[config.mk]
export PLATFORM = sky130hd
export DESIGN_NAME = dmem_port_arbiter
export DESIGN_NICKNAME = d
export VERILOG_FILES = /design/src/rtl/dmem_port_arbiter_pkg.sv /design/src/rtl/dmem_port_arbiter_starve_ctr.sv /design/src/rtl/dmem_port_arbiter.sv
export SDC_FILE = /design/constraint.sdc
export NUM_CORES = 1
export LEC_CHECK = 0
export CORE_AREA = 4 4 117 119
export DETAILED_ROUTE_END_ITERATION = 8
export DIE_AREA = 0 0 121 123
export DONT_BUFFER_PORTS = 1
export PLACE_DENSITY_LB_ADDON = 0.15
export REMOVE_ABC_BUFFERS = 1
export SYNTH_ARGS = -nofsm -noshare
export SYNTH_HDL_FRONTEND = slang
export SYNTH_HIERARCHICAL = 1
export SYNTH_SLANG_ARGS = --single-unit
[constraint.sdc]
create_clock -name CLK -period 2 [get_ports CLK]
set_input_delay 0.5 -clock CLK [delete_from_list [all_inputs] [get_ports CLK]]
set_output_delay 0.5 -clock CLK [all_outputs]
set_load 0.1 [all_outputs]
[src/rtl/dmem_port_arbiter_pkg.sv]
// rtl/dmem_port_arbiter_pkg.sv - shared types and constants for the data-memory port arbiter
package dmem_port_arbiter_pkg;

    typedef enum logic [1:0] {
        ARB_NORMAL    = 2'd0,
        ARB_LOCK_PEND = 2'd1,
        ARB_LOCKED    = 2'd2
    } arb_state_e;

    localparam logic PORT_C = 1'b0;
    localparam logic PORT_D = 1'b1;

    localparam int STARVE_W = 4;

endpackage

[src/rtl/dmem_port_arbiter_starve_ctr.sv]
// rtl/dmem_port_arbiter_starve_ctr.sv - saturating wait counter for the debug port
module dmem_port_arbiter_starve_ctr
    import dmem_port_arbiter_pkg::*;
#(
    parameter int MAX = 4
) (
    input  logic clk_i,
    input  logic rstn_i,
    input  logic clr_i,
    input  logic inc_i,
    output logic at_max_o
);

    logic [STARVE_W-1:0] cnt_q;
    logic [STARVE_W-1:0] cnt_d;

    always_comb begin
        cnt_d = cnt_q;
        if (clr_i) begin
            cnt_d = '0;
        end else if (inc_i && (cnt_q != STARVE_W'(MAX))) begin
            cnt_d = cnt_q + STARVE_W'(1);
        end
    end

    always_ff @(posedge clk_i) begin
        if (!rstn_i) begin
            cnt_q <= '0;
        end else begin
            cnt_q <= cnt_d;
        end
    end

    assign at_max_o = (cnt_q == STARVE_W'(MAX));

endmodule

[src/rtl/dmem_port_arbiter.sv]
// rtl/dmem_port_arbiter.sv - shares single-port dmem between core (C) and debug/loader (D) masters
module dmem_port_arbiter
    import dmem_port_arbiter_pkg::*;
#(
    parameter int ADDR_W     = 30,
    parameter int DMEM_WORDS = 8192,
    parameter int STARVE_MAX = 4
) (
    input  logic              CLK,
    input  logic              RSTN,
    input  logic              C_REQ,
    input  logic [3:0]        C_WSTB,
    input  logic [ADDR_W-1:0] C_ADDR,
    input  logic [31:0]       C_WDATA,
    output logic              C_GNT,
    output logic              C_STALL,
    output logic              C_RVALID,
    output logic [31:0]       C_RDATA,
    output logic              C_ERR,
    input  logic              D_REQ,
    input  logic [3:0]        D_WSTB,
    input  logic [ADDR_W-1:0] D_ADDR,
    input  logic [31:0]       D_WDATA,
    output logic              D_GNT,
    output logic              D_RVALID,
    output logic [31:0]       D_RDATA,
    output logic              D_ERR,
    input  logic              D_LOCK,
    output logic              D_LOCKED,
    output logic              M_EN,
    output logic [3:0]        M_WE,
    output logic [ADDR_W-1:0] M_ADDR,
    output logic [31:0]       M_WDATA,
    input  logic [31:0]       M_RDATA
);

    localparam logic [ADDR_W-1:0] LIMIT = ADDR_W'(DMEM_WORDS);

    arb_state_e        state_q;
    logic              d_locked_q;
    logic              acc_q;
    logic              rd_q;
    logic              tag_q;
    logic              oor_q;
    logic [31:0]       c_rdata_q;
    logic [31:0]       d_rdata_q;

    logic              at_max;
    logic              any_gnt;
    logic              sel_oor;
    logic              c_rd_ret;
    logic [ADDR_W-1:0] sel_addr;
    logic [3:0]        sel_wstb;
    logic [31:0]       sel_wdata;
    logic [31:0]       ret_data;

    dmem_port_arbiter_starve_ctr #(
        .MAX (STARVE_MAX)
    ) u_starve (
        .clk_i    (CLK),
        .rstn_i   (RSTN),
        .clr_i    (D_GNT),
        .inc_i    (D_REQ & ~D_GNT),
        .at_max_o (at_max)
    );

    // Core keeps priority unless D has waited STARVE_MAX cycles or owns the memory.
    always_comb begin
        C_GNT = 1'b0;
        D_GNT = 1'b0;
        if ((state_q == ARB_LOCK_PEND) || ((state_q == ARB_LOCKED) && D_LOCK)) begin
            D_GNT = D_REQ;
        end else begin
            D_GNT = D_REQ & (at_max | ~C_REQ);
            C_GNT = C_REQ & ~D_GNT;
        end
    end

    assign any_gnt   = C_GNT | D_GNT;
    assign sel_addr  = D_GNT ? D_ADDR  : C_ADDR;
    assign sel_wstb  = D_GNT ? D_WSTB  : C_WSTB;
    assign sel_wdata = D_GNT ? D_WDATA : C_WDATA;
    assign sel_oor   = (sel_addr >= LIMIT);

    assign M_EN    = any_gnt & ~sel_oor;
    assign M_WE    = M_EN ? sel_wstb : 4'b0000;
    assign M_ADDR  = any_gnt ? sel_addr : '0;
    assign M_WDATA = any_gnt ? sel_wdata : 32'h0;

    assign C_STALL  = C_REQ & ~C_GNT;
    assign ret_data = oor_q ? 32'h0 : M_RDATA;
    assign C_RVALID = acc_q & rd_q & (tag_q == PORT_C);
    assign D_RVALID = acc_q & rd_q & (tag_q == PORT_D);
    assign C_ERR    = acc_q & oor_q & (tag_q == PORT_C);
    assign D_ERR    = acc_q & oor_q & (tag_q == PORT_D);
    assign C_RDATA  = C_RVALID ? ret_data : c_rdata_q;
    assign D_RDATA  = D_RVALID ? ret_data : d_rdata_q;
    assign D_LOCKED = d_locked_q;
    assign c_rd_ret = C_RVALID;

    always_ff @(posedge CLK) begin
        if (!RSTN) begin
            state_q    <= ARB_NORMAL;
            d_locked_q <= 1'b0;
            acc_q      <= 1'b0;
            rd_q       <= 1'b0;
            tag_q      <= PORT_C;
            oor_q      <= 1'b0;
            c_rdata_q  <= 32'h0;
            d_rdata_q  <= 32'h0;
        end else begin
            acc_q <= any_gnt;
            rd_q  <= (sel_wstb == 4'b0000);
            tag_q <= D_GNT ? PORT_D : PORT_C;
            oor_q <= sel_oor;
            if (C_RVALID) begin
                c_rdata_q <= ret_data;
            end
            if (D_RVALID) begin
                d_rdata_q <= ret_data;
            end
            // A core read returning this cycle must drain before the lock takes effect.
            case (state_q)
                ARB_NORMAL: begin
                    if (D_LOCK) begin
                        state_q <= ARB_LOCK_PEND;
                    end
                end
                ARB_LOCK_PEND: begin
                    if (!D_LOCK) begin
                        state_q <= ARB_NORMAL;
                    end else if (!c_rd_ret) begin
                        state_q    <= ARB_LOCKED;
                        d_locked_q <= 1'b1;
                    end
                end
                ARB_LOCKED: begin
                    if (!D_LOCK) begin
                        state_q    <= ARB_NORMAL;
                        d_locked_q <= 1'b0;
                    end
                end
                default: begin
                    state_q    <= ARB_NORMAL;
                    d_locked_q <= 1'b0;
                end
            endcase
        end
    end

endmodule

**After elaboration in Yosys (flattened, before gate mapping)**

Index checks and enable logic that the tools add are counted.

- Register bits after elaboration: 75
- Output and inout port bits: 139
- Logic and storage cells: 70

- Add/sub/neg operators: 1
- Order comparisons: 1
- Equality and inequality tests: 9
- Muxes and demuxes: 21
- Bitwise logic cells: 21
- Reductions and logical operators: 8

Operators by type and width:

| kind | number |
|---|---|
| 2-to-1 mux 32 bit | 5 |
| 2-to-1 mux 30 bit | 2 |
| >= comparator 30 x 14 -> 1 bit (second input constant) | 1 |
| AND 1 bit | 11 |
| 2-to-1 mux 2 bit | 4 |
| 2-to-1 mux 4 bit | 2 |
| inequality test 2 bit (second input constant) | 4 |
| inverter 1 bit | 8 |
| 2-to-1 mux 1 bit | 6 |
| one-hot mux 2 bit (3 select lines) | 1 |
| adder 4 x 1 -> 4 bit (second input constant) | 1 |
| equality test 4 x 3 -> 1 bit (second input constant) | 1 |
| zero test 4 bit | 1 |
| inequality test 4 x 3 -> 1 bit (second input constant) | 1 |
| AND reduction 4 bit | 1 |
| inequality test 3 bit (second input constant) | 1 |
| one-hot mux 1 bit (3 select lines) | 1 |
| AND reduction 3 bit | 1 |
| equality test 2 x 1 -> 1 bit (second input constant) | 1 |
| equality test 2 bit (second input constant) | 1 |
| logical AND 1 bit | 2 |
| zero test 2 bit | 1 |
| bitwise OR 1 bit | 2 |
| OR reduction 2 bit | 1 |
| logical OR 1 bit | 1 |

**Longest topological paths before layout**

Gate-level depths: netlist of run 1.

- Depth in word-level cells: 9
- Depth in mapped cells: 9

**By module**

The synthesis of run 1 kept the hierarchy.

By module, submodules not included:

| module | instances | cells an instance | area each (um^2) | seq. area each (um^2) |
|---|---|---|---|---|
| dmem_port_arbiter | 1 | 451 | 3729.8 | 1421.4 |
| dmem_port_arbiter_starve_ctr | 1 | 26 | 203.9 | 80.1 |

**Least setup slack after synthesis of run 1**

No wires, ideal clock.

- Kind: reg2out
- Start: reg u_starve.cnt_q[0]
- End: out C_STALL
- Data arrival time: 3226 ps
- Slack: -1726 ps
- Stages on the path, launching flop included: 7
- Path buffers: 0
- Path through: dfxtp_1 -> inv_1 -> ha_1 -> nand3b_1 -> inv_1 -> a21oi_1 -> a21boi_0

- Cells in the longest elaborated chain, start to end: 8

Ends and longest elaborated chain:

| what | RTL line | text |
|---|---|---|
| start: declaration | dmem_port_arbiter_starve_ctr.sv:14 | `logic [STARVE_W-1:0] cnt_q;` |
| start signal: assignment | dmem_port_arbiter_starve_ctr.sv:30 | `cnt_q <= cnt_d;` |
| equality test 4 x 3 -> 1 bit | dmem_port_arbiter_starve_ctr.sv:34 | `assign at_max_o = (cnt_q == STARVE_W'(MAX));` |
| named net at_max | dmem_port_arbiter.sv:48 | `logic at_max;` |
| bitwise OR 1 bit | dmem_port_arbiter.sv:74 | `D_GNT = D_REQ & (at_max \| ~C_REQ);` |
| AND 1 bit | dmem_port_arbiter.sv:74 |  |
| inverter 1 bit | dmem_port_arbiter.sv:75 | `C_GNT = C_REQ & ~D_GNT;` |
| AND 1 bit | dmem_port_arbiter.sv:75 |  |
| 2-to-1 mux 1 bit | dmem_port_arbiter.sv:71 | `if ((state_q == ARB_LOCK_PEND) \|\| ((state_q == ARB_LOCKED) && D_LOCK)) begin` |
| inverter 1 bit | dmem_port_arbiter.sv:90 | `assign C_STALL = C_REQ & ~C_GNT;` |
| AND 1 bit | dmem_port_arbiter.sv:90 |  |
| end: declaration | dmem_port_arbiter.sv:16 | `output logic C_STALL,` |

The timed path passes the listed nets, and every way through them passes these cells.

**Final worst setup path of run 1**

- Start: reg u_starve.cnt_q[1]
- End: out M_WDATA[7]

- Cells in the longest elaborated chain, start to end: 8
- Elaborated cells on any way between the ends: 10

Ends and longest elaborated chain:

| what | RTL line | text |
|---|---|---|
| equality test 4 x 3 -> 1 bit (*) | dmem_port_arbiter_starve_ctr.sv:34 |  |
| named net at_max | dmem_port_arbiter.sv:48 |  |
| bitwise OR 1 bit (*) | dmem_port_arbiter.sv:74 |  |
| AND 1 bit (*) | dmem_port_arbiter.sv:74 |  |
| inverter 1 bit | dmem_port_arbiter.sv:75 |  |
| AND 1 bit | dmem_port_arbiter.sv:75 |  |
| 2-to-1 mux 1 bit | dmem_port_arbiter.sv:71 |  |
| bitwise OR 1 bit | dmem_port_arbiter.sv:79 | `assign any_gnt = C_GNT \| D_GNT;` |
| 2-to-1 mux 32 bit (*) | dmem_port_arbiter.sv:88 | `assign M_WDATA = any_gnt ? sel_wdata : 32'h0;` |
| end: declaration | dmem_port_arbiter.sv:33 | `output logic [31:0] M_WDATA,` |

The timed path passes the listed nets; every way through them passes the cells marked *.

==> results.txt, run 1 <==
- Fin area: 9640 um^2
- Router iterations before antenna repair: 4
* CP Capture Type: output port
- Cell area after synthesis: 3930 um^2
- Worst endpoint data arrival time: 2.30 ns
- Seq cells post-synth: 75
- The die covers 14900 um^2.
* Setup CP Type: flip-flop to output port
- From synthesis to final layout, the design area changed by 145%.
- The routed design could run at a clock period as short as 2.80 ns.
* Internal power: 3.43 mW
- Along the worst path, the maximum fanout reaches 11.
- Detailed-placement wirelength estimate: 14.8 mm
* Sw Pwr: 2.01 mW
* Vias in the first global route: 4938
- Least-Margin Pin Slew: 0.383 ns
* Post-synthesis sequential area ratio: 38.2%
- Relative max-transition margin: 74.2%
- The clock network is responsible for 31.0% of the overall power.
- Of all flip-flops after synthesis, the portion carrying an async set or reset was 0%.
* Register share of total power: 27.8%
- Initial Util: 31.3%
* Fin Setup TNS: -61.53 ns
- Based on the critical path, the design can be clocked at up to 0.357 GHz.
- Reg2reg end: u_starve/cnt_q[3]$_SDFFE_PP0P_
- Once layout is complete, the utilization of the core stands at 76.7%.
* Warning count from the yosys run: 6
* Worst hold path cell count: 1
- For flop-to-flop paths, the worst setup slack is -0.16 ns.
- The filler cells instantiated in the layout total 744.
- Switching share of power: 37.0%
* Path type of the worst min-delay path: input port to flip-flop
* Max cap viols: 0
- Row generation in the floorplan step produced 41 rows.
* Slew Viols, Final: 0
* DRT Wirelength: 23.9 mm
* Leak pwr: 3.83 nW
- Clock sink count: 75
- Clock transition at the registers of the reported paths: 0.06 ns
- The first global-routing pass estimated 30.6 mm of wire.
- Placer Congestion: 0.864
- Cell at the root of the clock tree: clkbuf_16
- TritonCTS built the clock tree.
- dfxtp_1 is the most common cell in the netlist.
* CTS H-Tree Depth: 3
- Port buffering added 0 buffers.
- 0 antenna diodes ended up in the layout.
- Worst clock skew on the final layout: 0.00428 ns
- Yosys attributes the largest share of cell area to dfxtp_1 38%, a22o_1 14%, and2_1 10%, o21ai_0 8.5%, nand2_1 6.7%.
* Grt ovf: 0
- Maximum number of pins on one net before global-route repair: 72
- By count the netlist is led by 75 x dfxtp_1, 70 x nand2_1, 67 x o21ai_0.
- Dividing the synthesized area by the synthesized cell count gives 8.25 um^2.
- For the worst flop-to-flop path, the logic depth is 10.
- Failing checks: setup timing
- The final critical path takes up 140% of the cycle.
- First-iteration detailed-routing DRC count: 320
- The worst hold path begins at RSTN.
* Overall power of the completed layout: 5.44 mW
- I/O pin count: 308
- STA classifies the critical path startpoint as a flip-flop.
- The number of antenna violations at the first check in global routing is 4.
- Cell type with the largest total area after synthesis: dfxtp_1
- The hold violation total from the final report is 0.
- Synthesis produced 477 cells.
* Proportion of power drawn by combinational gates: 41.2%
- Required time worst endpoint: 1.50 ns
- In the routed layout, each cell is associated on average with a via count of 5.50.
* Number of buffers added by the clock tree synthesis step: 9
- Setup violations remaining at the end of the flow were counted as 132.
- Worst-case clock buffer depth: 2
* Worst Hold End: d_rdata_q[17]$_SDFF_PN0_
- DRC Markers: 0
- The core region is 12600 um^2.
- Antenna-violating nets left: 0
* Origin of the critical flop-to-flop path: u_starve/cnt_q[1]$_SDFFE_PP0P_
* Detail-routed net length per standard cell: 28.0 um
* Floorplan die width: 121 um
- Fraction of final layout cells with drive strength greater than 1: 61.6%
* Cell area power density: 565 nW/um^2
* Overall fraction of global-route tracks in use: 28.0%
- Number of flops mapped to enable cells by yosys: 0
* Setup repair after global routing missed its margin: yes
- Primary flip-flop cell chosen by synthesis mapping: dfxtp_1
- Height of the chip: 123 um
- Overall via count from detail_route: 4688
- Hold repair after CTS inserted 0 buffers.
- After synthesis, the netlist uses 37 different library cells.
- Outcome: complete, but fails checks
* Peak ir drop on the vdd network: 0.000379 V
* Clock latency on the worst-skew pair: 0.33 ns
- Of the post-synthesis cell area, the dominant cell type holds 38.2%.
- Layout Nets: 846
* Placed standard-cell area: 7250 um^2
- Across all setup checks in the final design, the least slack found is -0.803 ns.
[worst max-delay path by stage]
stage / slack [ns] / from / endpoint / cells after the start
final: -0.80 / u_starve/cnt_q[1]$_SDFFE_PP0P_ / M_WDATA[7] / 10
after detailed placement: -0.49 / u_starve/cnt_q[0]$_SDFFE_PP0P_ / M_WE[0] / 9
after CTS: -0.69 / u_starve/cnt_q[0]$_SDFFE_PP0P_ / M_WDATA[8] / 10
after global placement: -0.38 / C_ADDR[19] / M_WE[3] / 5
after floorplan: -2.44 / tag_q$_SDFF_PN0_ / C_RDATA[0] / 2
after global routing: -0.92 / u_starve/cnt_q[1]$_SDFFE_PP0P_ / M_EN / 9
[cell usage in the layout (no fill, tap or decap), types with 4 or more instances in the layout]
master and instances:
a22o_1 26, a22o_4 38, and2_1 65, buf_12 150, buf_16 15, buf_4 30
buf_6 16, buf_8 6, clkbuf_16 16, dfxtp_1 71, nand2_1 29, nand2_2 36
nand2_4 5, nand2b_1 25, nand2b_2 4, nand2b_4 5, nor2_1 4, nor4_1 8
o21ai_2 7, o21ai_4 59
[per-layer routing]
metal | vias to the layer above | track usage, % | wire (um)
li1 | 2084 | - | -
met1 | 2251 | 28.2 | 7640
met2 | 271 | 49.0 | 12400
met3 | 74 | 14.2 | 2820
met4 | 8 | 11.5 | 911
met5 | - | 0 | 55
[logic make-up (layout without fill, tap and decap cells)]
kind of cell    after synthesis  after routing  share of synthesized area (%)
mux                           2              2                          0.541
buf+inv                      45            248                           5.66
simple gates                208            208                           28.8
flops                        75             75                           38.2
fa+ha+maj                     2              2                          0.636
compound gates              145            145                           26.2
[power by group through the flow]
| stage | clock (mW) | sequential [mW] | combinational (mW) |
|---|---|---|---|
| 6_report | 1.69 | 1.51 | 2.24 |
| 5_1_grt | 1.77 | 1.51 | 2.28 |
| 4_1_cts | 1.70 | 1.51 | 2.07 |
| 3_5_place_dp | 0 | 1.55 | 1.93 |
| 3_3_place_gp | 0 | 1.55 | 1.92 |
| 2_1_floorplan | 0 | 1.56 | 1.16 |
[timing repair]
action,in CTS,in global routing
setup buffers,22,14
pin swaps,87,16
cloned,16,8
gates resized for setup,150,97
setup endpoints to repair,112,141
[worst max-delay path, cell delays in order, from the launching register on]
cell and delay (ns):
dfxtp_2 0.34, inv_2 0.05, ha_4 0.15, nand3b_1 0.18, clkinvlp_4 0.23, o21ai_4 0.20, inv_4 0.08, buf_12 0.16
clkbuf_16 0.18, a22o_4 0.23, buf_12 0.16
[area by class of cell]
class / instances / area (um^2) / share of cell area, %
clock buffer: 15 / 278 / 2.88
inverter: 8 / 41.3 / 0.428
multi-input combinational: 357 / 3480 / 36.1
sequential: 75 / 1510 / 15.7
clock inverter: 1 / 30.0 / 0.312
tap: 172 / 215 / 2.23
timing repair buffer: 224 / 4090 / 42.4
[metrics by stage]
step	hold WS [ns]	worst slack, ns	cells
final	0.301	-0.803	852
after global routing	0.285	-0.923	852
after CTS	0.287	-0.694	834
after detailed placement	0.461	-0.485	780
after global placement	0.457	-0.375	780
after floorplan	0.440	-2.44	440
[flip-flops by register name, indices dropped and copies added (netlist names)]
register and flops:
d_rdata_q 32, tag_q 1, rd_q 1, c_rdata_q 32, state_q 2, D_LOCKED 1, oor_q 1, acc_q 1
u_starve/cnt_q 4
(Power assumes the default switching activity.)
==> inputs of run 2 (changes only) <==
--- a/config.mk
+++ b/config.mk
@@ -5,7 +5,7 @@
 export SDC_FILE = /design/constraint.sdc
 export NUM_CORES = 1
 export LEC_CHECK = 0
-export CORE_AREA = 4 4 117 119
+export CORE_AREA = 2 2 119 121
 export DETAILED_ROUTE_END_ITERATION = 8
 export DIE_AREA = 0 0 121 123
 export DONT_BUFFER_PORTS = 1
==> results.txt, run 2 (synthesis gave the netlist of run 1 again) <==
* Outcome: complete, but fails checks (unchanged)
- Failing checks: setup timing (unchanged).
- First-iteration detailed-routing DRC count: 279 (was 320)
* Slew Viols, Final: 0 (unchanged)
* Layout Nets: 852 (was 846)
- The effective utilization at floorplan is 28.9% (was 31.3%).
- The number of buffers added on ports is 0 (unchanged).
- The hold violation total from the final report came to 0 (unchanged).
- Required time worst endpoint: 1.50 ns (about the same)
* Detailed-placement wirelength estimate: 15.1 mm (was 14.8 mm)
- Worst-case clock buffer depth: 2 (unchanged)
- Fraction of final layout cells with drive strength greater than 1: 64.0% (was 61.6%)
* Global Route met2 Usage: 51.8% (was 49.0%)
* Total Die Area: 14900 um^2 (unchanged)
- The final weighted congestion in routability-driven placement was 0.979 (was 0.864).
* Worst clock skew on the final layout: 0.00810 ns (was 0.00428 ns)
- The placement row count was 43 (was 41).
- The wire length per cell after detailed routing came to 28.5 um (was 28.0 um).
- The number of endpoints failing setup at the final stage is 137 (was 132).
- Critical path startpoint category: flip-flop (unchanged)
* Placed standard-cell area: 7230 um^2 (was 7250 um^2)
- The total routing usage reported by global routing is 30.9% (was 28.0%).
- Number of buffers added by the clock tree synthesis step: 9 (unchanged)
- DRT Wirelength: 24.7 mm (was 23.9 mm)
* Initial antenna violation count: 3 (was 4)
- The die height was 123 um (unchanged).
* Wire length of the first global-routing pass: 33.2 mm (was 30.6 mm)
* Startpoint of the most critical setup path: u_starve/cnt_q[0]$_SDFFE_PP0P_ (was u_starve/cnt_q[1]$_SDFFE_PP0P_)
* CTS H-Tree Depth: 3 (unchanged)
- The met3 usage in global routing came to 17.7% (was 14.2%).
* Proportion of power drawn by combinational gates: 41.0% (was 41.2%)
* Period Utilization, post-route: 133% (was 140%)
- Crit path setup slack, layout: -0.667 ns (was -0.803 ns)
- DRC Markers: 0 (unchanged)
* Most common library cell in the layout ignoring fill and taps: buf_12 (unchanged)
- Clock latency on the worst-skew pair: 0.34 ns (was 0.33 ns)
- The highest-utilization routing layer at the global route stage is met2 (unchanged).
- The number of vias in the routed layout came to 4752 (was 4688).
* Grt ovf: 0 (unchanged)
- The via-per-instance ratio came to 5.49 (was 5.50).
- The worst min-delay path class is input port to flip-flop (unchanged).
- The startpoint of the tightest hold check path is RSTN (unchanged).
- Setup repair after global routing missed its margin: yes (unchanged)
- Cell area power density: 544 nW/um^2 (was 565 nW/um^2)
- The critical path arrival was 2.17 ns (was 2.30 ns).
* Overall power of the completed layout: 5.42 mW (was 5.44 mW)
- Floorplan die width: 121 um (unchanged)
- Internal power: 3.40 mW (was 3.43 mW)
* Area growth from synthesis to layout: 153% (was 145%)
- The critical register-to-register path startpoint is u_starve/cnt_q[0]$_SDFFE_PP0P_ (was u_starve/cnt_q[1]$_SDFFE_PP0P_).
* Regs by FF count: c_rdata_q: 32 flops, d_rdata_q: 32 flops, u_starve/cnt_q: 4 flops (unchanged)
- TritonCTS clock tree: yes (unchanged)
- Vias in the first global route: 5155 (was 4938)
* Sw Pwr: 2.02 mW (was 2.01 mW)
- Shortest clock period the worst path allows after layout: 2.67 ns (was 2.80 ns)
- Relative max-transition margin: 53.8% (was 74.2%)
* Setup CP Type: flip-flop to output port (unchanged)
- The number of buffers added to fix hold violations after cts was 0 (unchanged).
- Maximum clock rate: 0.375 GHz (was 0.357 GHz)
* Clock sink count: 75 (unchanged)
- CP Capture Type: output port (unchanged)
- Maximum number of pins on one net before global-route repair: 72 (unchanged)
- Placed Cells: 785 (was 780)
- Area of the core region: 13600 um^2 (was 12600 um^2)
- Leak pwr: 3.91 nW (was 3.83 nW)
- Power share of the clock group: 31.0% (about the same)
- Top library cells by usage in the layout, fill and taps aside: 155 x buf_12, 71 x dfxtp_1, 65 x o21ai_4, 65 x and2_1, 38 x a22o_4 (was 150 x buf_12, 71 x dfxtp_1, 65 x and2_1, 59 x o21ai_4, 38 x a22o_4)
* Max cap viols: 0 (unchanged)
* Register share of total power: 27.9% (was 27.8%)
- Cell at the root of the clock tree: clkbuf_16 (unchanged)
- The maximum VDD drop was 0.000421 V (was 0.000379 V).
- The slew at the pin with the worst max-slew slack was 0.686 ns (was 0.383 ns).
* Largest fanout of any net on the critical path: 6 (was 11)
- Clock transition at the registers of the reported paths: 0.06 ns (about the same)
- The post-route cell area came to 9950 um^2 (was 9640 um^2).
* Finished Layout Cells: 866 (was 852)
* I/O pin count: 308 (unchanged)
* Router iterations before antenna repair: 4 (unchanged)
- The global-route met1 utilization is 31.1% (was 28.2%).
- Switching share of power: 37.3% (was 37.0%)
- The final total negative setup slack was -51.23 ns (was -61.53 ns).
- The final antenna-violating net count is 0 (unchanged).
## run 2: timing repair
item | CTS | global route
gates cloned | 22 | 4
endpoints found under the setup margin | 131 | 142
resized for setup | 233 | 76
pin swaps | 58 | 38
setup buffers | 37 | 10
## run 2: layout make-up
| class | instances | area (um^2) |
|---|---|---|
| timing repair buffer | 230 | 4190 |
| fill | 846 | 3660 |
| multi-input combinational | 357 | 3660 |
| sequential | 75 | 1510 |
| clock buffer | 12 | 267 |
| tap | 180 | 225 |
| inverter | 8 | 52.6 |
| clock inverter | 2 | 35.0 |
| antenna | 2 | 5.00 |
## run 2: power by group through the flow
stage | clock, mW | combinational, mW | sequential [mW]
4_1_cts | 1.67 | 2.12 | 1.51
3_5_place_dp | 0 | 1.89 | 1.55
5_1_grt | 1.76 | 2.26 | 1.51
2_1_floorplan | 0 | 1.16 | 1.56
3_3_place_gp | 0 | 1.88 | 1.55
6_report | 1.68 | 2.22 | 1.51
## run 2: path summary, 6_finish.rpt
path / endpoint / slack [ns] / depth (start not counted)
hold reg to reg: u_starve/cnt_q[3]$_SDFFE_PP0P_ / 0.48 / 2
setup reg to reg: u_starve/cnt_q[3]$_SDFFE_PP0P_ / -0.01 / 11
hold / removal: c_rdata_q[23]$_SDFF_PN0_ / 0.29 / 1
setup / recovery: M_WDATA[23] / -0.67 / 11
## run 2: metal layers
layer,vias up,wire [um]
met5,-,27
met3,71,2940
met2,251,12200
met4,4,1030
li1,2092,-
met1,2334,8520
## run 2: worst max-delay path, cell delays in order (launching register included)
cell and delay, ns:
dfxtp_2 0.33, inv_2 0.05, ha_4 0.15, nand3b_1 0.12
inv_2 0.06, buf_6 0.12, o21ai_4 0.16, clkinv_4 0.10
buf_12 0.16, clkbuf_16 0.16, a22o_4 0.23, buf_12 0.16
## run 2: through the flow
step           hold WS (ns)  setup slack [ns]  utilization (%)
2_1_floorplan         0.440             -2.44                -
3_3_place_gp          0.457            -0.497             53.1
3_5_place_dp          0.467            -0.579             53.1
4_1_cts               0.285            -0.612             70.5
5_1_grt               0.277            -0.711             73.0
6_report              0.287            -0.667             73.1
